### config.mk
export PLATFORM = sky130hd
export DESIGN_NAME = fetch_unit_l1
export DESIGN_NICKNAME = d
export VERILOG_FILES = /design/src/rtl/fetch_unit_l1.sv
export SDC_FILE = /design/constraint.sdc
export NUM_CORES = 1
export LEC_CHECK = 0
export CORE_MARGIN = 2
export CORE_UTILIZATION = 48
export CTS_BUF_LIST = sky130_fd_sc_hd__clkbuf_4
export DETAILED_ROUTE_END_ITERATION = 7
export PLACE_DENSITY = 0.81
export SLEW_MARGIN = 20
export SYNTH_ARGS = -nofsm -noshare
export SYNTH_HDL_FRONTEND = slang
export SYNTH_SLANG_ARGS = --single-unit
### constraint.sdc
create_clock -name clk -period 6.9 [get_ports clk]
set_clock_uncertainty 0.15 [all_clocks]
set_input_delay 1.38 -clock clk [delete_from_list [all_inputs] [get_ports clk]]
set_output_delay 1.38 -clock clk [all_outputs]
set_load 0.01 [all_outputs]
### src/rtl/fetch_unit_l1.sv
// Instruction fetch front end: issues sequential word reads, tracks them in an
// in-order PC FIFO and forwards returned instructions with their PCs to decode.
module fetch_unit_l1 #(
  parameter int unsigned p_opaq_bits     = 8,
  parameter logic [31:0] p_rst_addr      = 32'h00000200,
  parameter int unsigned p_max_in_flight = 4
) (
  input  logic                   clk,
  input  logic                   rst,
  output logic                   mem_req_val,
  input  logic                   mem_req_rdy,
  output logic [31:0]            mem_req_addr,
  output logic [p_opaq_bits-1:0] mem_req_opaque,
  input  logic                   mem_resp_val,
  output logic                   mem_resp_rdy,
  input  logic [p_opaq_bits-1:0] mem_resp_opaque,
  input  logic [31:0]            mem_resp_data,
  input  logic                   squash_val,
  input  logic [31:0]            squash_target,
  output logic                   d_val,
  input  logic                   d_rdy,
  output logic [31:0]            d_inst,
  output logic [31:0]            d_pc
);

  localparam int unsigned PW = (p_max_in_flight > 1) ? $clog2(p_max_in_flight) : 1;
  localparam logic [PW:0] FULL_CNT = (PW+1)'(p_max_in_flight);

  logic [31:0]            pc;
  logic [p_opaq_bits-1:0] tag;
  logic [PW-1:0]          head_ptr;
  logic [PW-1:0]          tail_ptr;
  logic [PW:0]            count;

  logic [31:0]            fifo_pc    [p_max_in_flight];
  logic [p_opaq_bits-1:0] fifo_tag   [p_max_in_flight];
  logic                   fifo_stale [p_max_in_flight];

  logic req_fire;
  logic resp_fire;
  logic not_empty;
  logic head_stale;

  assign not_empty  = (count != '0);
  assign head_stale = fifo_stale[head_ptr];

  assign mem_resp_rdy = not_empty & (head_stale | squash_val | d_rdy);
  assign resp_fire    = mem_resp_val & mem_resp_rdy;

  // A pop in the same cycle frees a slot, so a full FIFO may still accept a push.
  assign mem_req_val    = ~rst & ((count < FULL_CNT) | resp_fire);
  assign mem_req_addr   = pc;
  assign mem_req_opaque = tag;
  assign req_fire       = mem_req_val & mem_req_rdy;

  assign d_val  = ~rst & mem_resp_val & ~head_stale & ~squash_val;
  assign d_inst = mem_resp_data;
  assign d_pc   = fifo_pc[head_ptr];

  always_ff @(posedge clk or posedge rst) begin
    if (rst) begin
      pc       <= p_rst_addr;
      tag      <= '0;
      head_ptr <= '0;
      tail_ptr <= '0;
      count    <= '0;
      for (int unsigned i = 0; i < p_max_in_flight; i++) begin
        fifo_pc[i]    <= '0;
        fifo_tag[i]   <= '0;
        fifo_stale[i] <= 1'b0;
      end
    end else begin
      // Marking free slots stale too is harmless: a push rewrites the bit.
      if (squash_val) begin
        for (int unsigned i = 0; i < p_max_in_flight; i++) begin
          fifo_stale[i] <= 1'b1;
        end
      end
      if (req_fire) begin
        fifo_pc[tail_ptr]    <= pc;
        fifo_tag[tail_ptr]   <= tag;
        fifo_stale[tail_ptr] <= squash_val;
        tail_ptr             <= tail_ptr + 1'b1;
        tag                  <= tag + 1'b1;
      end
      if (squash_val) begin
        pc <= squash_target;
      end else if (req_fire) begin
        pc <= pc + 32'd4;
      end
      if (resp_fire) begin
        head_ptr <= head_ptr + 1'b1;
      end
      case ({req_fire, resp_fire})
        2'b10:   count <= count + 1'b1;
        2'b01:   count <= count - 1'b1;
        default: count <= count;
      endcase
    end
  end

  resp_when_empty: assert property (@(posedge clk) disable iff (rst)
    mem_resp_val |-> not_empty);

  resp_tag_match: assert property (@(posedge clk) disable iff (rst)
    (mem_resp_val && not_empty) |-> (mem_resp_opaque == fifo_tag[head_ptr]));

endmodule

### Yosys cells after proc, flatten, opt, wreduce, memory -nomap -nowiden

Index checks and enable logic that the tools add are counted.

* word-level logic and storage cells: 61
* register bits after elaboration: 179

* add/sub/neg operators: 6
* bitwise gates (word level): 15
* equal/unequal tests: 2
* $lt $le $gt $ge: 4
* multiplexer cells: 17
* reduce and logical (&&, ||, !) cells: 4

Operators by type and width (number)
* two-way mux 32 bit: 5
* bitwise mux 128 bit: 1
* binary-select mux 32 bit (select 2 bit): 1
* demux 32 bit (select 2 bit): 1
* adder 32 x 3 -> 32 bit, second input constant: 1
* adder 8 x 1 -> 8 bit, second input constant: 1
* two-way mux 4 bit: 2
* AND 1 bit: 7
* greater-or-equal comparator 3 bit, second input constant: 2
* inverter 2 -> 3 bit: 2
* case mux 3 bit (2 select lines): 1
* adder 2 x 1 -> 2 bit, second input constant: 2
* bitwise mux 4 bit: 1
* nonzero test 2 bit: 2
* adder 3 x 1 -> 3 bit, second input constant: 1
* less-than comparator 3 x 1 -> 1 bit, second input constant: 1
* less-than comparator 3 bit, second input constant: 1
* two-way mux 1 bit: 3
* inverter 1 bit: 3
* bitwise OR 1 bit: 3
* nonzero test 3 bit: 1
* subtractor 3 x 1 -> 3 bit, second input constant: 1
* binary-select mux 1 bit (select 2 bit): 1
* demux 1 bit (select 2 bit): 1
* 3 further kinds: 3

### Longest topological paths before layout

* depth after elaboration: 13
* mapped depth: 13

### Least setup slack after synthesis

No wires, ideal clock.

* path kind: in2out
* start point: input rst
* end point: output mem_req_val
* arrival: 5.586 ns
* path buffers: 0
* path slack: -0.216 ns
* cell stages on the path: 2
* cell sequence: inv_1 and2_1

* word-level cells in the longest chain between the ends: 2

Ends and longest elaborated chain
* start, declared: RTL line 9 `input logic rst,`
* inverter 1 bit: RTL line 51 `assign mem_req_val = ~rst & ((count < FULL_CNT) | resp_fire);`
* AND 1 bit: RTL line 51
* end, declared: RTL line 10 `output logic mem_req_val,`

No other way between the ends.

### Worst setup path after layout

* start point: register head_ptr[1]
* end point: output mem_req_val

* word-level cells in the longest chain between the ends: 10

Ends and longest elaborated chain
* start, declared: RTL line 31 `logic [PW-1:0] head_ptr;`
* start signal, assigned: RTL line 92 `head_ptr <= head_ptr + 1'b1;`
* inverter 2 -> 3 bit (implied by the code): RTL line 45 `assign head_stale = fifo_stale[head_ptr];`
* binary-select mux 1 bit (select 2 bit): RTL line 45
* two-way mux 1 bit (implied by the code) (2 in a row): RTL line 45
* bitwise OR 1 bit (2 in a row): RTL line 47 `assign mem_resp_rdy = not_empty & (head_stale | squash_val | d_rdy);`
* AND 1 bit: RTL line 47
* AND 1 bit: RTL line 48 `assign resp_fire = mem_resp_val & mem_resp_rdy;`
* bitwise OR 1 bit: RTL line 51
* AND 1 bit: RTL line 51

No other way between the ends. The select of a mux whose other input is x is not followed.

==> results.sh <==
export IMPL_syn_inst=634
export IMPL_ys_warn_count=0
export IMPL_synth_commonest_cells="178 x dfrtp_1, 116 x mux2_4, 34 x buf_4"
export IMPL_num_io_pins=185
export IMPL_p_clk_frac=0.124
export IMPL_post_cts_resized=0
export IMPL_r2r_start="head_ptr[1]"
export IMPL_hold_violations=0
export IMPL_startpoint_type="flop"
export IMPL_status="finished clean"
export IMPL_fp_dieW_um=141.8
export IMPL_grt_max_degree=180
export IMPL_hold_buffers=0
export IMPL_maxCapViolCount=0
export IMPL_clock_insertion_delay_worst_skew_ns=0.61
export IMPL_fp_row_count=50
export IMPL_dieHeight_um=141.8
export IMPL_seq_power_share=0.432
export IMPL_portBuffers=112
export IMPL_start_util=0.4888
export IMPL_layout_drive_gt1_share=0.3065
export IMPL_worstSetupEndpoint="mem_req_val"
export IMPL_clockBufferDepth=2
export IMPL_intPower_uw=2888
export IMPL_cts_tree="done"
export IMPL_r2r_end="count[1]"
export IMPL_p_leak_uw=0.004647
export IMPL_cts_sinks=179
export IMPL_synth_top_area_share=0.4888
export IMPL_synth_area_top_cells="dfrtp_1 49%, mux2_4 19%, mux4_2 7.9%"
export IMPL_avgRoutedWirePerCell_um=21.87
export IMPL_worst_pin_slew_ns=1.061
export IMPL_end_kind="output port"
export IMPL_p_total_uw=4283
export IMPL_max_slew_margin_rel=0.2927
export IMPL_fin_ws_ns=1.780
export IMPL_async_reset_ff_frac=1.000
export IMPL_place_area_mm2=0.01006
export IMPL_ys_seq_elements=179
export IMPL_grt_usage=0.2150
export IMPL_routed_wl_mm=20.63
export IMPL_dpl_worst_slack_ns=1.836
export IMPL_vdd_drop_max_v=0.0002328
export IMPL_synth_flop_cell="dfrtp_1"
export IMPL_numCtsBuffers=17
export IMPL_synth_top_cell_by_area="dfrtp_1"
export IMPL_dr_total_vias=5424
export IMPL_post_cts_buffers=0
export IMPL_seq_area_frac_synth=0.4917
export IMPL_p_per_area_mw_per_mm2=415.8
export IMPL_area_delta_synth_final_pct=13.04
export IMPL_path_class="flop to output port"
export IMPL_dr_pass1_iters=4
export IMPL_arrival_ns=3.59
export IMPL_slew_violations=0
export IMPL_hold_class="flop to flop"
export IMPL_drtIter0Drc=337
export IMPL_switching_power_uw=1395
export IMPL_synth_avg_cell_area_um2=14.37
export IMPL_grt_pass1_wl_mm=32.82
export IMPL_ys_types=49
export IMPL_p_comb_frac=0.444
export IMPL_vias_per_cell=5.752
export IMPL_yosysMostFrequentCell="dfrtp_1"
export IMPL_overflow=0
export IMPL_rrSetupSlack_ns=3.03
export IMPL_setup_viol=0
export IMPL_core_area_mm2=0.01864
export IMPL_finalSetupTns_ns=0
export IMPL_final_min_clock_period_ns=5.120
export IMPL_cts_clk_slew_worst_paths_ns=0.14
export IMPL_p_sw_frac=0.3256
export IMPL_crit_start="head_ptr[1]"
export IMPL_path_max_fanout=35
export IMPL_postRouteAntennaNets=0
export IMPL_antenna_found_initial=1
export IMPL_n_fill_cell=1491
export IMPL_ctsRootBufferMaster="clkbuf_4"
export IMPL_final_cell_area_mm2=0.01030
export IMPL_drc_errors=0
export IMPL_fmax_mhz=195.3
export IMPL_dpl_hpwl_mm=13.20
export IMPL_period_share=0.7420
export IMPL_synth_edf_count=0
export IMPL_syn_nets=720
export IMPL_nets=781
export IMPL_htreeDepth=4
export IMPL_gp_congestion=0.8612
export IMPL_die_area_mm2=0.02010
export IMPL_reg2reg_depth=9
export IMPL_grt_pass1_vias=5847
export IMPL_syn_area_mm2=0.009112
export IMPL_rsz0062_at_grt="false"
export IMPL_worstPathRequired_ns=5.37
-- layout make-up --
type,count,area (um2),share of cell area
well taps,234,292.8,0.02842
inverters,9,37.54,0.003644
flip-flops and latches,179,4483,0.4352
multi-input cells,372,4079,0.3960
diodes,1,2.502,0.0002429
clock inverters,14,107.6,0.01045
repair buffers,116,1164,0.1130
clock buffers,18,135.1,0.01312
-- routing by layer --
| layer | track usage | vias to the layer above | share of wire |
|---|---|---|---|
| li1 | - | 2377 | - |
| met1 | 0.2893 | 2831 | 0.44 |
| met5 | 0 | - | 0 |
| met3 | 0.05434 | 38 | 0.055 |
| met2 | 0.3477 | 178 | 0.49 |
| met4 | 0.06316 | 0 | 0.015 |
-- per-stage QoR --
step | hold WS (ns) | util | cells
after floorplan | 0.2991 | - | 634
after global placement | 0.3104 | 0.5394 | 910
after detailed placement | 0.3247 | 0.5394 | 910
after CTS | 0.3464 | 0.5524 | 942
after global routing | 0.3818 | 0.5526 | 943
final | 0.3332 | 0.5526 | 943
-- how the worst min path moves through the flow --
stage                      startpoint           endpoint  cells past startpoint  slack [ns]
floorplan               fifo_stale[2]      fifo_stale[2]                      1        0.30
global placement        fifo_stale[2]      fifo_stale[2]                      1        0.31
detailed placement  mem_req_opaque[7]  mem_req_opaque[7]                      1        0.32
CTS                 mem_req_opaque[7]  mem_req_opaque[7]                      1        0.35
global route              fifo_pc[65]        fifo_pc[65]                      1        0.38
finish              mem_req_opaque[7]  mem_req_opaque[7]                      1        0.33
-- kinds of logic (layout without fill, tap and decap cells) --
family | count (synthesis) | after routing | share of synthesized area
AOI/OAI and AO/OA | 39 | 39 | 0.02636
xor gates and xnor gates | 36 | 36 | 0.03460
adders and majority gates | 8 | 8 | 0.01181
buffers and inverters | 83 | 157 | 0.06069
DFF | 179 | 179 | 0.4917
muxes | 174 | 174 | 0.3019
other | 0 | 1 | 0
and+or+nand+nor | 115 | 115 | 0.07291
-- worst max-delay path: stages, from the launching register on --
cell	delay, ns
dfrtp_2	1.10
mux2i_1	0.32
a222oi_1	0.42
buf_4	0.37
and2_1	0.21
clkdlybuf4s50_1	0.55
-- power groups by stage --
stage	combinational, uW	clock (uW)	sequential (uW)
after CTS	1920	544	1850
after detailed placement	1910	0	1860
after global routing	2020	590	1910
after global placement	1860	0	1810
final	1900	533	1850
after floorplan	1360	0	1690
-- cell usage in the layout, fill, tap and decap left out, types with 4 or more instances in the layout --
cell / n
nand2_1: 31
dfrtp_1: 176
xor2_1: 16
a21oi_1: 5
mux4_2: 32
inv_1: 8
nor4_1: 4
a21o_1: 4
nand2_4: 4
clkinvlp_4: 6
o21ai_0: 17
a31oi_1: 5
nor2_1: 7
clkdlybuf4s50_1: 112
and2_1: 5
xnor2_1: 20
clkbuf_4: 18
nand3_1: 12
nor3_1: 4
mux2_4: 116
ha_1: 7
and3_1: 9
mux2_2: 23
nand4_1: 19
-- flip-flops by register name, indices dropped and copies added, names as in the netlist --
register	flops
count	3
fifo_pc	128
fifo_stale	4
head_ptr	2
mem_req_addr	32
mem_req_opaque	8
tail_ptr	2
Note: power is estimated with default switching activity, not from simulation.
